**config.mk**
```make
export PLATFORM = sky130hd
export DESIGN_NAME = s2p_deserializer
export DESIGN_NICKNAME = d
export VERILOG_FILES = /design/src/rtl/s2p_pkg.sv /design/src/rtl/s2p_shift_reg.sv /design/src/rtl/s2p_deserializer.sv
export SDC_FILE = /design/constraint.sdc
export NUM_CORES = 1
export LEC_CHECK = 0
export BUFFER_PORTS_ARGS = -buffer_cell sky130_fd_sc_hd__buf_2
export CORE_MARGIN = 1
export CORE_UTILIZATION = 57
export CTS_CLUSTER_SIZE = 40
export DETAILED_ROUTE_END_ITERATION = 12
export PLACE_DENSITY = 0.89
export SYNTH_ARGS = -nofsm -noshare
export SYNTH_HDL_FRONTEND = slang
export SYNTH_SLANG_ARGS = --single-unit
```
**constraint.sdc**
```tcl
create_clock -name CLK_IN -period 2.4 [get_ports CLK_IN]
set_input_delay 0 -clock CLK_IN [delete_from_list [all_inputs] [get_ports CLK_IN]]
set_output_delay 0 -clock CLK_IN [all_outputs]
set_load 0.02 [all_outputs]
```
**src/rtl/s2p_pkg.sv**
```systemverilog
// s2p_pkg: shared types and constants for the serial-to-parallel receiver.
// FSM state encoding and the default frame width live here.
package s2p_pkg;

    typedef enum logic [1:0] {
        IDLE   = 2'd0,
        DATA   = 2'd1,
        PARITY = 2'd2,
        STOP   = 2'd3
    } s2p_state_t;

    localparam int S2P_DEFAULT_WIDTH = 8;

    // Bit-counter width able to index WIDTH data bits (WIDTH >= 2).
    function automatic int s2p_cnt_w(input int width);
        return (width <= 2) ? 1 : $clog2(width);
    endfunction

endpackage

```
**src/rtl/s2p_shift_reg.sv**
```systemverilog
// s2p_shift_reg: WIDTH-bit serial-in shift register.
// MSB_FIRST=1 shifts left (first bit ends in the MSB), else shifts right.
module s2p_shift_reg #(
    parameter int WIDTH     = 8,
    parameter bit MSB_FIRST = 1'b1
) (
    input  logic             CLK_IN,
    input  logic             RST,
    input  logic             CLR,
    input  logic             SHIFT_EN,
    input  logic             BIT_IN,
    output logic [WIDTH-1:0] DATA_OUT
);

    logic [WIDTH-1:0] data_q;

    // Clear at frame start, otherwise shift one bit in per enable.
    always_ff @(posedge CLK_IN or negedge RST) begin
        if (!RST) begin
            data_q <= '0;
        end else if (CLR) begin
            data_q <= '0;
        end else if (SHIFT_EN) begin
            if (MSB_FIRST) begin
                data_q <= {data_q[WIDTH-2:0], BIT_IN};
            end else begin
                data_q <= {BIT_IN, data_q[WIDTH-1:1]};
            end
        end
    end

    assign DATA_OUT = data_q;

endmodule

```
**src/rtl/s2p_deserializer.sv**
```systemverilog
// s2p_deserializer: start / WIDTH data / [even parity] / stop receiver
// with a one-word held output. Define S2P_PARITY_EN to add the parity bit.
module s2p_deserializer
    import s2p_pkg::*;
#(
    parameter int WIDTH     = S2P_DEFAULT_WIDTH,
    parameter bit MSB_FIRST = 1'b1
) (
    input  logic             CLK_IN,
    input  logic             RST,
    input  logic             SER_IN,
    input  logic             SER_VALID,
    output logic [WIDTH-1:0] PAR_OUT,
    output logic             PAR_VALID,
    input  logic             PAR_READY,
    output logic             BUSY,
    output logic             FRAME_ERR,
    output logic             OVERRUN,
    output logic             PARITY_ERR
);

    localparam int CNT_W = s2p_cnt_w(WIDTH);
    localparam logic [CNT_W-1:0] LAST = CNT_W'(WIDTH - 1);

    s2p_state_t       state_q;
    s2p_state_t       state_d;
    logic [CNT_W-1:0] cnt_q;
    logic [WIDTH-1:0] sh_data;
    logic             sh_clr;
    logic             sh_en;
    logic             done;
    logic             ferr_set;
    logic             par_bad;
    logic [WIDTH-1:0] out_q;
    logic             vld_q;
    logic             ovr_q;
    logic             ferr_q;

`ifdef S2P_PARITY_EN
    logic             par_chk;
    logic             perr_set;
    logic             par_bad_q;
    logic             perr_q;
`endif

    s2p_shift_reg #(
        .WIDTH     (WIDTH),
        .MSB_FIRST (MSB_FIRST)
    ) u_shift (
        .CLK_IN   (CLK_IN),
        .RST      (RST),
        .CLR      (sh_clr),
        .SHIFT_EN (sh_en),
        .BIT_IN   (SER_IN),
        .DATA_OUT (sh_data)
    );

    // State register; only moves on qualified bit cycles.
    always_ff @(posedge CLK_IN or negedge RST) begin
        if (!RST) begin
            state_q <= IDLE;
        end else begin
            state_q <= state_d;
        end
    end

    // Next state and per-bit control strobes.
    always_comb begin
        state_d  = state_q;
        sh_clr   = 1'b0;
        sh_en    = 1'b0;
        done     = 1'b0;
        ferr_set = 1'b0;
`ifdef S2P_PARITY_EN
        par_chk  = 1'b0;
        perr_set = 1'b0;
`endif
        if (SER_VALID) begin
            case (state_q)
                IDLE: begin
                    if (!SER_IN) begin
                        state_d = DATA;
                        sh_clr  = 1'b1;
                    end
                end
                DATA: begin
                    sh_en = 1'b1;
                    if (cnt_q == LAST) begin
`ifdef S2P_PARITY_EN
                        state_d = PARITY;
`else
                        state_d = STOP;
`endif
                    end
                end
                PARITY: begin
`ifdef S2P_PARITY_EN
                    par_chk = 1'b1;
                    state_d = STOP;
`else
                    state_d = IDLE;
`endif
                end
                STOP: begin
                    state_d  = IDLE;
                    done     = SER_IN && !par_bad;
                    ferr_set = !SER_IN;
`ifdef S2P_PARITY_EN
                    perr_set = par_bad;
`endif
                end
                default: begin
                    state_d = IDLE;
                end
            endcase
        end
    end

    // Data bit counter, restarted by each start bit.
    always_ff @(posedge CLK_IN or negedge RST) begin
        if (!RST) begin
            cnt_q <= '0;
        end else if (sh_clr) begin
            cnt_q <= '0;
        end else if (sh_en) begin
            cnt_q <= cnt_q + 1'b1;
        end
    end

`ifdef S2P_PARITY_EN
    // Even parity: data bits plus parity bit must XOR to zero.
    always_ff @(posedge CLK_IN or negedge RST) begin
        if (!RST) begin
            par_bad_q <= 1'b0;
        end else if (par_chk) begin
            par_bad_q <= (^sh_data) ^ SER_IN;
        end
    end

    assign par_bad = par_bad_q;

    // Parity error pulse, aligned with the stop-bit outcome.
    always_ff @(posedge CLK_IN or negedge RST) begin
        if (!RST) begin
            perr_q <= 1'b0;
        end else begin
            perr_q <= perr_set;
        end
    end

    assign PARITY_ERR = perr_q;
`else
    assign par_bad    = 1'b0;
    assign PARITY_ERR = 1'b0;
`endif

    // Output buffer: load on completion unless a stalled word blocks it.
    always_ff @(posedge CLK_IN or negedge RST) begin
        if (!RST) begin
            out_q <= '0;
            vld_q <= 1'b0;
            ovr_q <= 1'b0;
        end else begin
            ovr_q <= 1'b0;
            if (done) begin
                if (vld_q && !PAR_READY) begin
                    ovr_q <= 1'b1;
                end else begin
                    out_q <= sh_data;
                    vld_q <= 1'b1;
                end
            end else if (vld_q && PAR_READY) begin
                vld_q <= 1'b0;
            end
        end
    end

    // Framing error pulse for a low stop bit.
    always_ff @(posedge CLK_IN or negedge RST) begin
        if (!RST) begin
            ferr_q <= 1'b0;
        end else begin
            ferr_q <= ferr_set;
        end
    end

    assign PAR_OUT   = out_q;
    assign PAR_VALID = vld_q;
    assign OVERRUN   = ovr_q;
    assign FRAME_ERR = ferr_q;
    assign BUSY      = (state_q != IDLE);

endmodule

```
==> metrics.log <==
INFO  metric antenna_found_initial = 0
INFO  metric clock_insertion_delay_worst_skew = 320 ps
INFO  metric worst_slew_pin_slew = 510 ps
INFO  metric power.leakage = 0.604 nW
INFO  metric setup.worst_path.end_class = flop
INFO  metric postCtsSetupBuffers = 0
INFO  metric ff_latch_area = 601 um2
INFO  metric drt_pass1_iterations = 11
INFO  metric path_class = reg -> reg
INFO  metric detailedPlacementHpwl = 1120 um
INFO  metric h-tree-depth = 1
INFO  metric final_core_util = 0.740
INFO  metric failing_checks = DRC
INFO  metric viasPerCell = 5.70
INFO  metric area.growth.synth_to_final = 16.3%
INFO  metric vdd_ir_drop_max = 0.587 mV
INFO  metric initialDrtViolationCount = 13
INFO  metric normalized_max_slew_margin = 0.660
INFO  metric number_of_pins_exceeding_their_max_slew_limit_in_the_final_report = 0
INFO  metric cts_inserted_buffers = 3
INFO  metric fin_clk_skew = 8.76 ps
INFO  metric cts.sink_count = 24
INFO  metric netlist_area = 1000 um2
INFO  metric grt-ovfl-total = 0
INFO  metric initial_core_utilization = 0.637
INFO  metric finalHoldViolCount = 0
INFO  metric cap_violations = 0
INFO  metric synth_seq_area_share = 0.599
INFO  metric tritoncts_clock_tree = yes
INFO  metric track_usage = 0.196
INFO  metric post-route-worst-setup-slack = 953 ps
INFO  metric totalWireLength = 1630 um
INFO  metric report.final.setup_viol = 0
INFO  metric fin_setup_tns = 0 ps
INFO  metric grt_pass1_wl = 2640 um
INFO  metric synth-main-ff-cell = sky130_fd_sc_hd__dfrtp_1
INFO  metric port_buffers = 16
INFO  metric min-delay-path-class = in -> async
INFO  metric final_min_period_over_clock_period = 0.603
INFO  metric clock_path_buffers = 2
INFO  metric boundaryPins = 18
INFO  metric routed_wire_length_per_instance = 15.9 um
INFO  metric maximum_number_of_pins_on_one_net_before_global_route_repair = 25
INFO  metric finalNetCount = 95
INFO  metric post_synth_inst_count = 65
INFO  metric cts.reportedPaths.clkPinSlew = 140 ps
INFO  metric cp_max_fo = 8
INFO  metric reg2reg_slack = 950 ps
INFO  metric detailedPlace.worstSlack = 968 ps
INFO  metric rr_endpoint = PAR_OUT[5]
INFO  metric drtAntennaViolNets = 0
INFO  metric timing.critical_path.arrival = 1660 ps
INFO  metric timing.reg2reg.worst_path_depth = 3
INFO  metric first_global_vias = 558
INFO  metric power_density = 1170 nW/um2
INFO  metric synth-edff-count = 0
INFO  metric antenna_cells_inserted = 0
INFO  metric run_status = finished with violations
INFO  metric synth_seq_cells = 24
INFO  metric gp_congestion = 0.675
INFO  metric cts_root_buffer = sky130_fd_sc_hd__clkbuf_4
INFO  metric floorplan.rows = 14
INFO  metric ffs_w_async_s_r_synth = 1.00
INFO  metric hold-worst-slack = 167 ps
INFO  metric synth_warnings = 0
INFO  metric drt_drc_violations_left = 3
INFO  metric clock.fmax = 0.691 GHz
INFO  metric timing.rr.start = state_q[1]
INFO  metric synth.net_count = 72
INFO  metric area_of_the_multi_input_gates = 360 um2
INFO  metric die_w = 44.0 um
INFO  metric rsz_0062_raised_after_global_routing = false
INFO  metric worst-endpoint-required = 2610 ps
INFO  metric startpoint_class = flop
INFO  metric finalWorstPathRequiredPeriod = 1450 ps
INFO  metric post_route_cells_drive_above_1_share = 0.414
INFO  metric n_fill_cell = 106
INFO  metric total_via_count_after_detailed_routing = 587
INFO  metric ys_types = 23
INFO  metric core_area = 1580 um2
INFO  metric syn_area_per_cell = 15.4 um2
INFO  metric die_h = 44.0 um
INFO  metric fp.dieArea = 1930 um2
## what timing repair did
action                    in CTS  in global routing
hold buffers                   5                  0
hold endpoints to repair      30                  0
gates resized for setup        0                  0
## cells in the final DEF (no fill, tap or decap)
cell	instances
sky130_fd_sc_hd__ha_1	2
sky130_fd_sc_hd__nor2b_2	1
sky130_fd_sc_hd__nand4_2	1
sky130_fd_sc_hd__or2_2	1
sky130_fd_sc_hd__mux2i_1	1
sky130_fd_sc_hd__a2bb2oi_2	1
sky130_fd_sc_hd__nand3_1	2
sky130_fd_sc_hd__nand2_1	1
sky130_fd_sc_hd__nor2_1	2
sky130_fd_sc_hd__clkbuf_4	3
sky130_fd_sc_hd__nand2b_1	1
sky130_fd_sc_hd__conb_1	1
sky130_fd_sc_hd__buf_2	16
sky130_fd_sc_hd__nor2b_4	1
sky130_fd_sc_hd__a22o_1	9
sky130_fd_sc_hd__inv_1	1
sky130_fd_sc_hd__dlygate4sd3_1	5
sky130_fd_sc_hd__mux2_4	8
sky130_fd_sc_hd__and2_4	1
sky130_fd_sc_hd__dfrtp_1	24
sky130_fd_sc_hd__mux2_2	1
sky130_fd_sc_hd__o21ai_2	1
sky130_fd_sc_hd__a21oi_1	2
sky130_fd_sc_hd__bufinv_16	1
## registers in the layout (all words and copies together), names as in the netlist
signal	count
PAR_OUT	8
PAR_VALID	1
cnt_q	3
u_shift.DATA_OUT	8
state_q	2
OVERRUN	1
FRAME_ERR	1
## critical path, stage by stage, from the launching register on
cell and delay [ps]:
sky130_fd_sc_hd__dfrtp_1 500, sky130_fd_sc_hd__nand4_2 180, sky130_fd_sc_hd__nor2b_4 330, sky130_fd_sc_hd__mux2_4 330
## Yosys cell counts, types with 2 or more instances
master / instances / area share
sky130_fd_sc_hd__a22o_1: 9 / 0.079
sky130_fd_sc_hd__dfrtp_1: 24 / 0.60
sky130_fd_sc_hd__nor2_1: 2 / 0.0075
sky130_fd_sc_hd__ha_1: 2 / 0.025
sky130_fd_sc_hd__mux2_4: 8 / 0.12
sky130_fd_sc_hd__a21oi_1: 2 / 0.010
sky130_fd_sc_hd__nand3_1: 2 / 0.010
## metal layers
metal	up-vias	GRT usage	routed length (um)
met1	299	0.281	767
li1	276	-	-
met3	2	0.0375	39
met2	10	0.293	812
met5	-	0	0
met4	0	0.0909	14
## worst max-delay path by stage
stage	startpoint	end	slack, ps	cells after the start
floorplan	state_q[0]	PAR_OUT[0]	1120	4
global placement	state_q[0]	PAR_OUT[4]	1020	3
detailed placement	state_q[0]	PAR_OUT[4]	970	3
CTS	state_q[0]	PAR_OUT[5]	940	3
global route	state_q[1]	PAR_OUT[5]	860	3
finish	state_q[1]	PAR_OUT[5]	950	3
## layout make-up
class,instances,share of cell area
sequential,24,0.514
inverter,1,0.00322
multi-input combinational,37,0.309
timing repair buffer,21,0.111
clock inverter,1,0.0257
tap,16,0.0171
clock buffer,3,0.0193
## where the power goes
part           internal [W]  total [W]  switching [W]
sequential         0.000545   0.000659       0.000114
combinational      0.000224   0.000418       0.000194
clock              0.000169   0.000292       0.000123
total              0.000938    0.00137       0.000431
## through the flow
step | cell area (um2) | cells | power [W]
floorplan | 1000 | 65 | 0.000965
global placement | 1060 | 94 | 0.00105
detailed placement | 1060 | 94 | 0.00109
CTS | 1170 | 103 | 0.00138
global route | 1170 | 103 | 0.00145
finish | 1170 | 103 | 0.00137
## cell families after synthesis
kind of cell    synth area share
compound gates             0.112
fa+ha+maj                 0.0249
buf+inv                   0.0424
flops                      0.599
mux                        0.141
other cells              0.00374
simple gates              0.0773
Power figures use the tool's default switching activity.
